$ cat config.mk
export PLATFORM = sky130hd
export DESIGN_NAME = universal_shift_register
export DESIGN_NICKNAME = d
export VERILOG_FILES = /design/src/rtl/usr_pkg.sv /design/src/rtl/usr_frame_tracker.sv /design/src/rtl/universal_shift_register.sv
export SDC_FILE = /design/constraint.sdc
export NUM_CORES = 1
export LEC_CHECK = 0
export ABC_AREA = 1
export CAP_MARGIN = 20
export CORE_MARGIN = 1.5
export CORE_UTILIZATION = 47
export CTS_CLUSTER_SIZE = 12
export DETAILED_ROUTE_END_ITERATION = 10
export PLACE_DENSITY_LB_ADDON = 0.1
export SETUP_SLACK_MARGIN = 0.5
export SLEW_MARGIN = 0
export SYNTH_ARGS = -nofsm -noshare
export SYNTH_HDL_FRONTEND = slang
export SYNTH_SLANG_ARGS = --single-unit
export TNS_END_PERCENT = 1
$ cat constraint.sdc
create_clock -name clk -period 2.92 [get_ports clk]
set_clock_uncertainty 0.2 [all_clocks]
set_input_delay 0.584 -clock clk [delete_from_list [all_inputs] [get_ports clk]]
set_output_delay 0.584 -clock clk [all_outputs]
set_load 0.01 [all_outputs]
$ cat src/rtl/usr_pkg.sv
`default_nettype none
// ============================================================================
// usr_pkg : mode and frame-direction encodings for universal_shift_register
// Revision: 1.0
// ============================================================================
package usr_pkg;

  localparam logic [1:0] MODE_HOLD = 2'b00;
  localparam logic [1:0] MODE_SHR  = 2'b01;
  localparam logic [1:0] MODE_SHL  = 2'b10;
  localparam logic [1:0] MODE_LOAD = 2'b11;

  typedef enum logic [1:0] {
    DIR_NONE = 2'b00,
    DIR_R    = 2'b01,
    DIR_L    = 2'b10
  } dir_t;

endpackage
`default_nettype wire

$ cat src/rtl/usr_frame_tracker.sv
`default_nettype none
// ============================================================================
// usr_frame_tracker : counts consecutive same-direction shifts, pulses per frame
// Revision: 1.0
// ============================================================================
module usr_frame_tracker
  import usr_pkg::*;
#(
  parameter int WIDTH = 8,
  localparam int CNT_W = $clog2(WIDTH + 1)
) (
  input  logic             clk,
  input  logic             clr,
  input  logic             shift_r,
  input  logic             shift_l,
  input  logic             load,
  output logic [CNT_W-1:0] shift_cnt,
  output logic             frame_done
);

  localparam logic [CNT_W-1:0] CNT_LAST = CNT_W'(WIDTH - 1);
  localparam logic [CNT_W-1:0] CNT_ONE  = CNT_W'(1);

  dir_t             dir_q, dir_d;
  logic [CNT_W-1:0] cnt_q, cnt_d;
  logic             done_q, done_d;
  dir_t             new_dir;

  always_ff @(posedge clk) begin
    if (clr) begin
      dir_q  <= DIR_NONE;
      cnt_q  <= '0;
      done_q <= 1'b0;
    end else begin
      dir_q  <= dir_d;
      cnt_q  <= cnt_d;
      done_q <= done_d;
    end
  end

  // A direction change starts a new frame with this shift as its first bit.
  always_comb begin
    dir_d   = dir_q;
    cnt_d   = cnt_q;
    done_d  = 1'b0;
    new_dir = shift_r ? DIR_R : DIR_L;
    if (load) begin
      dir_d = DIR_NONE;
      cnt_d = '0;
    end else if (shift_r || shift_l) begin
      if (dir_q == new_dir) begin
        if (cnt_q == CNT_LAST) begin
          cnt_d  = '0;
          done_d = 1'b1;
        end else begin
          cnt_d = cnt_q + CNT_ONE;
        end
      end else begin
        dir_d = new_dir;
        cnt_d = CNT_ONE;
      end
    end
  end

  always_comb begin
    shift_cnt  = cnt_q;
    frame_done = done_q;
  end

endmodule
`default_nettype wire

$ cat src/rtl/universal_shift_register.sv
`default_nettype none
// ============================================================================
// universal_shift_register : hold / shift right / shift left / load with frames
// Revision: 1.0
// ============================================================================
module universal_shift_register
  import usr_pkg::*;
#(
  parameter int WIDTH = 8,
  localparam int CNT_W = $clog2(WIDTH + 1)
) (
  input  logic             clk,
  input  logic             clr,
  input  logic             en,
  input  logic [1:0]       mode,
  input  logic             rot,
  input  logic             sin_r,
  input  logic             sin_l,
  input  logic [WIDTH-1:0] pin,
  output logic [WIDTH-1:0] q,
  output logic             sout_r,
  output logic             sout_l,
  output logic [CNT_W-1:0] shift_cnt,
  output logic             frame_done
);

  logic [WIDTH-1:0] q_q, q_d;
  logic             do_shr, do_shl, do_load;

  assign do_shr  = en && (mode == MODE_SHR);
  assign do_shl  = en && (mode == MODE_SHL);
  assign do_load = en && (mode == MODE_LOAD);

  always_comb begin
    q_d = q_q;
    if (do_shr) begin
      q_d = {rot ? q_q[0] : sin_r, q_q[WIDTH-1:1]};
    end else if (do_shl) begin
      q_d = {q_q[WIDTH-2:0], rot ? q_q[WIDTH-1] : sin_l};
    end else if (do_load) begin
      q_d = pin;
    end
  end

  always_ff @(posedge clk) begin
    if (clr) begin
      q_q <= '0;
    end else begin
      q_q <= q_d;
    end
  end

  assign q      = q_q;
  assign sout_r = q_q[0];
  assign sout_l = q_q[WIDTH-1];

  usr_frame_tracker #(
    .WIDTH (WIDTH)
  ) u_frame_tracker (
    .clk        (clk),
    .clr        (clr),
    .shift_r    (do_shr),
    .shift_l    (do_shl),
    .load       (do_load),
    .shift_cnt  (shift_cnt),
    .frame_done (frame_done)
  );

endmodule
`default_nettype wire

==> results of run 1 <==
## flip-flops by register name, summed over array words and instances (netlist names)
name,flops
q,8
u_frame_tracker.shift_cnt,4
u_frame_tracker.dir_q,2
u_frame_tracker.frame_done,1
## area by class of cell
| type | count | area share [%] |
|---|---|---|
| timing repair buffer | 30 | 24.8 |
| inverter | 24 | 7.44 |
| tap | 25 | 2.58 |
| sequential | 15 | 24.8 |
| clock inverter | 1 | 0.413 |
| clock buffer | 3 | 1.86 |
| multi-input combinational | 97 | 38.1 |
## cell families after synthesis
| group | after synthesis |
|---|---|
| AND/OR/NAND/NOR | 69 |
| buffers and inverters | 29 |
| AO/OA/AOI/OAI | 26 |
| flip-flops | 15 |
| XOR/XNOR | 1 |
| adder cells (fa/ha/maj) | 1 |
## layer usage
metal | share of wire (%) | track usage [%]
met1 | 50 | 29.0
met2 | 45 | 34.7
met3 | 3.8 | 2.35
met4 | 1.1 | 6.86
met5 | 0 | 0
## where the power goes
| group | switching (mW) | internal, mW | total (mW) |
|---|---|---|---|
| clock | 0.0724 | 0.0509 | 0.123 |
| sequential | 0.0101 | 0.216 | 0.226 |
| combinational | 0.0577 | 0.0585 | 0.116 |
## critical path, stage by stage
cell and delay (ns):
clkdlybuf4s50_1 0.56, nand2_1 0.18, nand2_1 0.31, inv_1 0.18, a21oi_1 0.15, nand2_1 0.07, a21oi_1 0.12
## final timing paths
kind                           startpoint  slack [ns]                            to
max                               mode[0]        0.79                          q[2]
min              u_frame_tracker.dir_q[0]        0.28      u_frame_tracker.dir_q[0]
max reg2reg  u_frame_tracker.shift_cnt[0]        1.63  u_frame_tracker.shift_cnt[0]
min reg2reg      u_frame_tracker.dir_q[0]        0.28      u_frame_tracker.dir_q[0]
## per-stage QoR
stage	hold WS, ns	utilization (%)	power, mW
2_1_floorplan	0.243	-	0.292
3_3_place_gp	0.261	67.8	0.344
3_5_place_dp	0.273	67.8	0.345
4_1_cts	0.289	69.4	0.466
5_1_grt	0.315	69.4	0.489
6_report	0.284	69.4	0.466
## cell usage after synthesis
master    instances
o21ai_0           8
nand3_1          15
nand3_2           1
xor2_1            1
nor2_4            1
buf_4             3
o211ai_1          3
a21oi_1          13
buf_2             1
o21ai_2           1
dfxtp_1          15
o21ai_1           1
nand2_2           2
nand2_1          45
ha_1              1
buf_6             1
nor2_2            1
nor2_1            4
inv_1            24
==> results by group, run 1 <==
Detailed routing
  • Residual DRC: 0
  • Via count: 949
  • Post-route ant nets: 0
  • Drt wl/cell: 10.8 um
  • Violation count after the first detailed-route iteration: 14
  • Detailed Route WL: between 2 and 2.5 mm
  • Via-to-Cell Ratio: 4.87
  • First-pass DRT Iterations: 4

Synthesis
  • Syn Area/Cell: 6.32 um^2
  • Synth cell types: 19
  • Synth top area cells: dfxtp_1 (34%), nand2_1 (19%), inv_1 (10%)
  • XOR/XNOR Fraction of Synth Area: 0.983%
  • Yosys warnings: 0
  • Post-synthesis mux area share: 0%
  • Cell area after synthesis: 891 um^2
  • Yosys top cell area share: 33.7%
  • Cells after synthesis: about 140
  • Synth Area in Simple Gates: around a third
  • Post-synthesis sequential area ratio: around a third
  • #FFs+latches synth: 15
  • Largest family of logic cells by synthesized area: simple AND/OR/NAND/NOR gates
  • Synth Area in Adders: 1.40%
  • Net Count, Synth: 158
  • Post-synthesis compound-gate area fraction: 15.9%
  • Synth area leader: dfxtp_1

Finish
  • Multi-input logic area: 462 um^2
  • Area Growth Syn to Fin: 36.0%
  • Final nets: approximately 190
  • Finished Cell Area: 1210 um^2
  • Filler instances: 168
  • Share of layout cells above drive strength 1: 5.88%
  • Diode count: 0
  • Register area: 300 um^2
  • Most frequent cells in the layout: nand2_1 (45), clkdlybuf4s50_1 (30), inv_1 (24)
  • Commonest non-fill, non-tap cell in the layout: nand2_1
  • Final Non-Filler Cells: 195

CTS
  • Clock slew at reported path FFs: approximately 0.090 ns
  • Post-CTS Resized: 0
  • CTS tree: yes
  • Root Driver: clkbuf_4
  • Worst-Skew Late Latency: 0.29 ns
  • Hold_buf cts: 0
  • CTS max path bufs: 2
  • CTS H-tree lvls: 1
  • CTS sink count: 15
  • Post-CTS Repair Setup Buffers: 0
  • Inserted Clock Buffers: 3

Global route
  • Pin count of the biggest net entering global routing: 12
  • GRT Total Usage: 21.3%
  • Vias in the first global route: approximately 800
  • First-pass GRT wire length: 3.33 mm
  • Grt total ovfl: 0
  • Antenna violations before repair: 0

Critical path
  • Worst Setup Start Kind: input pin
  • Worst EP required: between 2 and 3 ns
  • WP data arrival: 2.15 ns
  • Kind of critical path: input pin to register
  • Setup crit end kind: register
  • Worst reg-to-reg path cell count: 6
  • Crit Path Max Fanout: 11

Timing
  • Fin crit period: 2.13 ns
  • Final max-slew violation count: 0
  • Rel. slew slack: 71.8%
  • F_max: 469 MHz
  • Worst slew pin tran: approximately 0.42 ns
  • Period utilisation layout: 73.0%
  • RSZ-0062 raised after global routing: false
  • Endpoints failing hold: 0
  • Setup violators final: 0
  • PnR worst setup slack: about 0.79 ns
  • Fin Setup TNS: 0 ns

Die
  • I/O pins: 31
  • Die Area: approximately 2200 um^2
  • Starting Density: 51.0%
  • Core area: 1750 um^2
  • Row count: 15
  • Die width: approximately 47 um
  • Die Ht: 46.5 um

Job
  • Max_cap viols: 0

Pwr
  • P_leak: 0.552 nW
  • PwrDens: a little under 400 nW/um^2
  • VDD IR max: 316 uV

Placement
  • Post-DP HPWL: 1.53 mm
  • Dpl cells: 191
  • Post-DP Area: 1180 um^2
  • Place WS: 0.547 ns
  • GPL Wtd Cong: 0.764
  • Count of input and output buffers: 30

Worst hold path
  • Hold/Removal Path Class: register to register
  • Worst hold stages: 2

Status
  • Status: completed
No activity file was read; power rests on OpenSTA's default activity.
==> inputs of run 2 (changes only) <==
CORE_ASPECT_RATIO = 1.5   (was not set)
CORE_UTILIZATION = 44   (was 47)
clock period = 2.2 ns   (was 2.92 ns; I/O delays follow)
==> results by group, run 2 (synthesis gave the netlist of run 1 again) <==
Status
  • Status: completed

Timing
  • PnR worst setup slack: 0.339 ns (-0.450 ns)
  • Worst slew pin tran: 0.266 ns (-0.156 ns)
  • RSZ-0062 raised after global routing: true
  • Fin crit period: 1.86 ns
  • Final max-slew violation count: 0 (unchanged)
  • Setup violators final: 0 (unchanged)
  • Period utilisation layout: 84.6%
  • Rel. slew slack: 82.2% (+10 points)
  • F_max: 537 MHz
  • Endpoints failing hold: 0 (unchanged)
  • Fin Setup TNS: 0 ns (unchanged)

Global route
  • Antenna violations before repair: 0 (unchanged)
  • Vias in the first global route: 864 (+5.6%)
  • Pin count of the biggest net entering global routing: 12 (unchanged)
  • Grt total ovfl: 0 (unchanged)
  • GRT Total Usage: 21.6% (+0.30 points)
  • First-pass GRT wire length: 3.53 mm (+6.2%)

Critical path
  • Delay of the slowest critical-path stage: 0.56 ns (about the same)
  • Setup crit end kind: output pin
  • Critical Path Stages: 1 (-6)
  • Critical Path Source: q[7]
  • Crit path buffers/inverters: 1 (-1)
  • Worst reg-to-reg path cell count: 6 (unchanged)
  • Worst r2r src: u_frame_tracker.shift_cnt[0]
  • Worst EP required: 1.56 ns (-1.38 ns)
  • Crit Path Max Fanout: 4 (-7)
  • Worst-path cell chain: clkdlybuf4s50_1
  • Largest delay share family, worst path: buffers and inverters
  • Kind of critical path: register to output pin
  • Worst Setup Start Kind: register
  • WP data arrival: 1.22 ns (-0.93 ns)
  • Slowest CP cell: clkdlybuf4s50_1

Placement
  • Place WS: 0.0303 ns (-0.517 ns)
  • Post-DP HPWL: 1.77 mm (+16%)
  • Dpl cells: 191 (unchanged)
  • Count of input and output buffers: 30 (unchanged)
  • GPL Wtd Cong: 0.843 (+10%)

Die
  • Row count: 19 (+4)
  • Core area: 1880 um^2 (+7.6%)
  • I/O pins: 31 (unchanged)
  • Die Ht: 58.1 um (+25%)
  • Starting Density: 47.4% (-3.6 points)
  • Die width: 39.7 um (-15%)
  • Die Area: 2310 um^2 (+6.6%)

CTS
  • CTS max path bufs: 2 (unchanged)
  • CTS tree: yes
  • Worst-Skew Late Latency: 0.27 ns (-0.02 ns)
  • Inserted Clock Buffers: 3 (unchanged)
  • CTS sink count: 15 (unchanged)
  • Root Driver: clkbuf_4
  • Clock slew at reported path FFs: 0.09 ns (about the same)
  • CTS H-tree lvls: 1 (unchanged)

Pwr
  • VDD IR max: 320 uV (+1.2%)
  • Overall Power: 0.625 mW (+34%)
  • PwrDens: 491 nW/um^2 (+28%)
  • P_leak: 0.602 nW (+9.1%)

Worst hold path
  • Hold_sp: u_frame_tracker.dir_q[0]
  • Worst hold stages: 2 (unchanged)
  • Hold/Removal Path Class: register to register

Job
  • Max_cap viols: 0 (unchanged)

Finish
  • Final nets: 193 (+2.7%)
  • Commonest non-fill, non-tap cell in the layout: nand2_1
  • Diode count: 0 (unchanged)
  • Final Non-Filler Cells: 196 (+0.51%)
  • Max reg flops: 8 (unchanged)
  • Most frequent cells in the layout: nand2_1 (42), clkdlybuf4s50_1 (28), inv_1 (24)
  • Share of layout cells above drive strength 1: 12.0% (+6.1 points)
  • Area Growth Syn to Fin: 43.0%

Detailed routing
  • Post-route ant nets: 0 (unchanged)
  • Violation count after the first detailed-route iteration: 28 (+14)
  • Drt wl/cell: 11.8 um (+8.5%)
  • First-pass DRT Iterations: 4 (unchanged)
  • Via count: 998 (+5.2%)
  • Residual DRC: 0 (unchanged)
  • Via-to-Cell Ratio: 5.09 (+4.6%)
  • Detailed Route WL: 2.31 mm (+9.1%)
## run 2: worst min-delay path, cell delays in order (launching register included)
cell,delay (ns)
dfxtp_1,0.32
inv_1,0.07
a21oi_1,0.06
## run 2: path summary, 6_finish.rpt
kind | to | slack [ns]
min | u_frame_tracker.dir_q[0] | 0.29
max reg2reg | u_frame_tracker.shift_cnt[3] | 0.89
max | q[7] | 0.34
min reg2reg | u_frame_tracker.dir_q[0] | 0.29
## run 2: where the power goes
part	total [mW]	internal, mW	switching [mW]
registers	0.303	0.288	0.0149
clock network	0.156	0.0701	0.0862
logic	0.166	0.0853	0.0804
total	0.625	0.443	0.182
## run 2: cell type report
class | count | area (um^2)
clock buffers | 4 | 26.3
fillers | 173 | 604
flip-flops and latches | 15 | 305
inverters | 24 | 90.1
repair buffers | 35 | 352
well taps | 21 | 26.3
multi-input cells | 97 | 474
## run 2: metrics by stage
stage	hold slack (ns)	utilization (%)	cell area (um^2)
floorplan	0.243	-	891
global placement	0.282	64.4	1210
detailed placement	0.276	64.4	1210
CTS	0.290	66.4	1250
global route	0.328	67.8	1270
finish	0.294	67.8	1270
## run 2: what timing repair did
item	4_1_cts	5_1_grt
endpoints found under the setup margin	28	27
gates resized for setup	7	4
hold buffers	0	0
pin swaps	0	1
setup buffers	0	1
## run 2: routing by layer
metal	GRT usage [%]	part of all wire (%)
met1	22.4	38
met2	41.7	57
met3	2.68	3.9
met4	5.91	1.0
met5	0	0
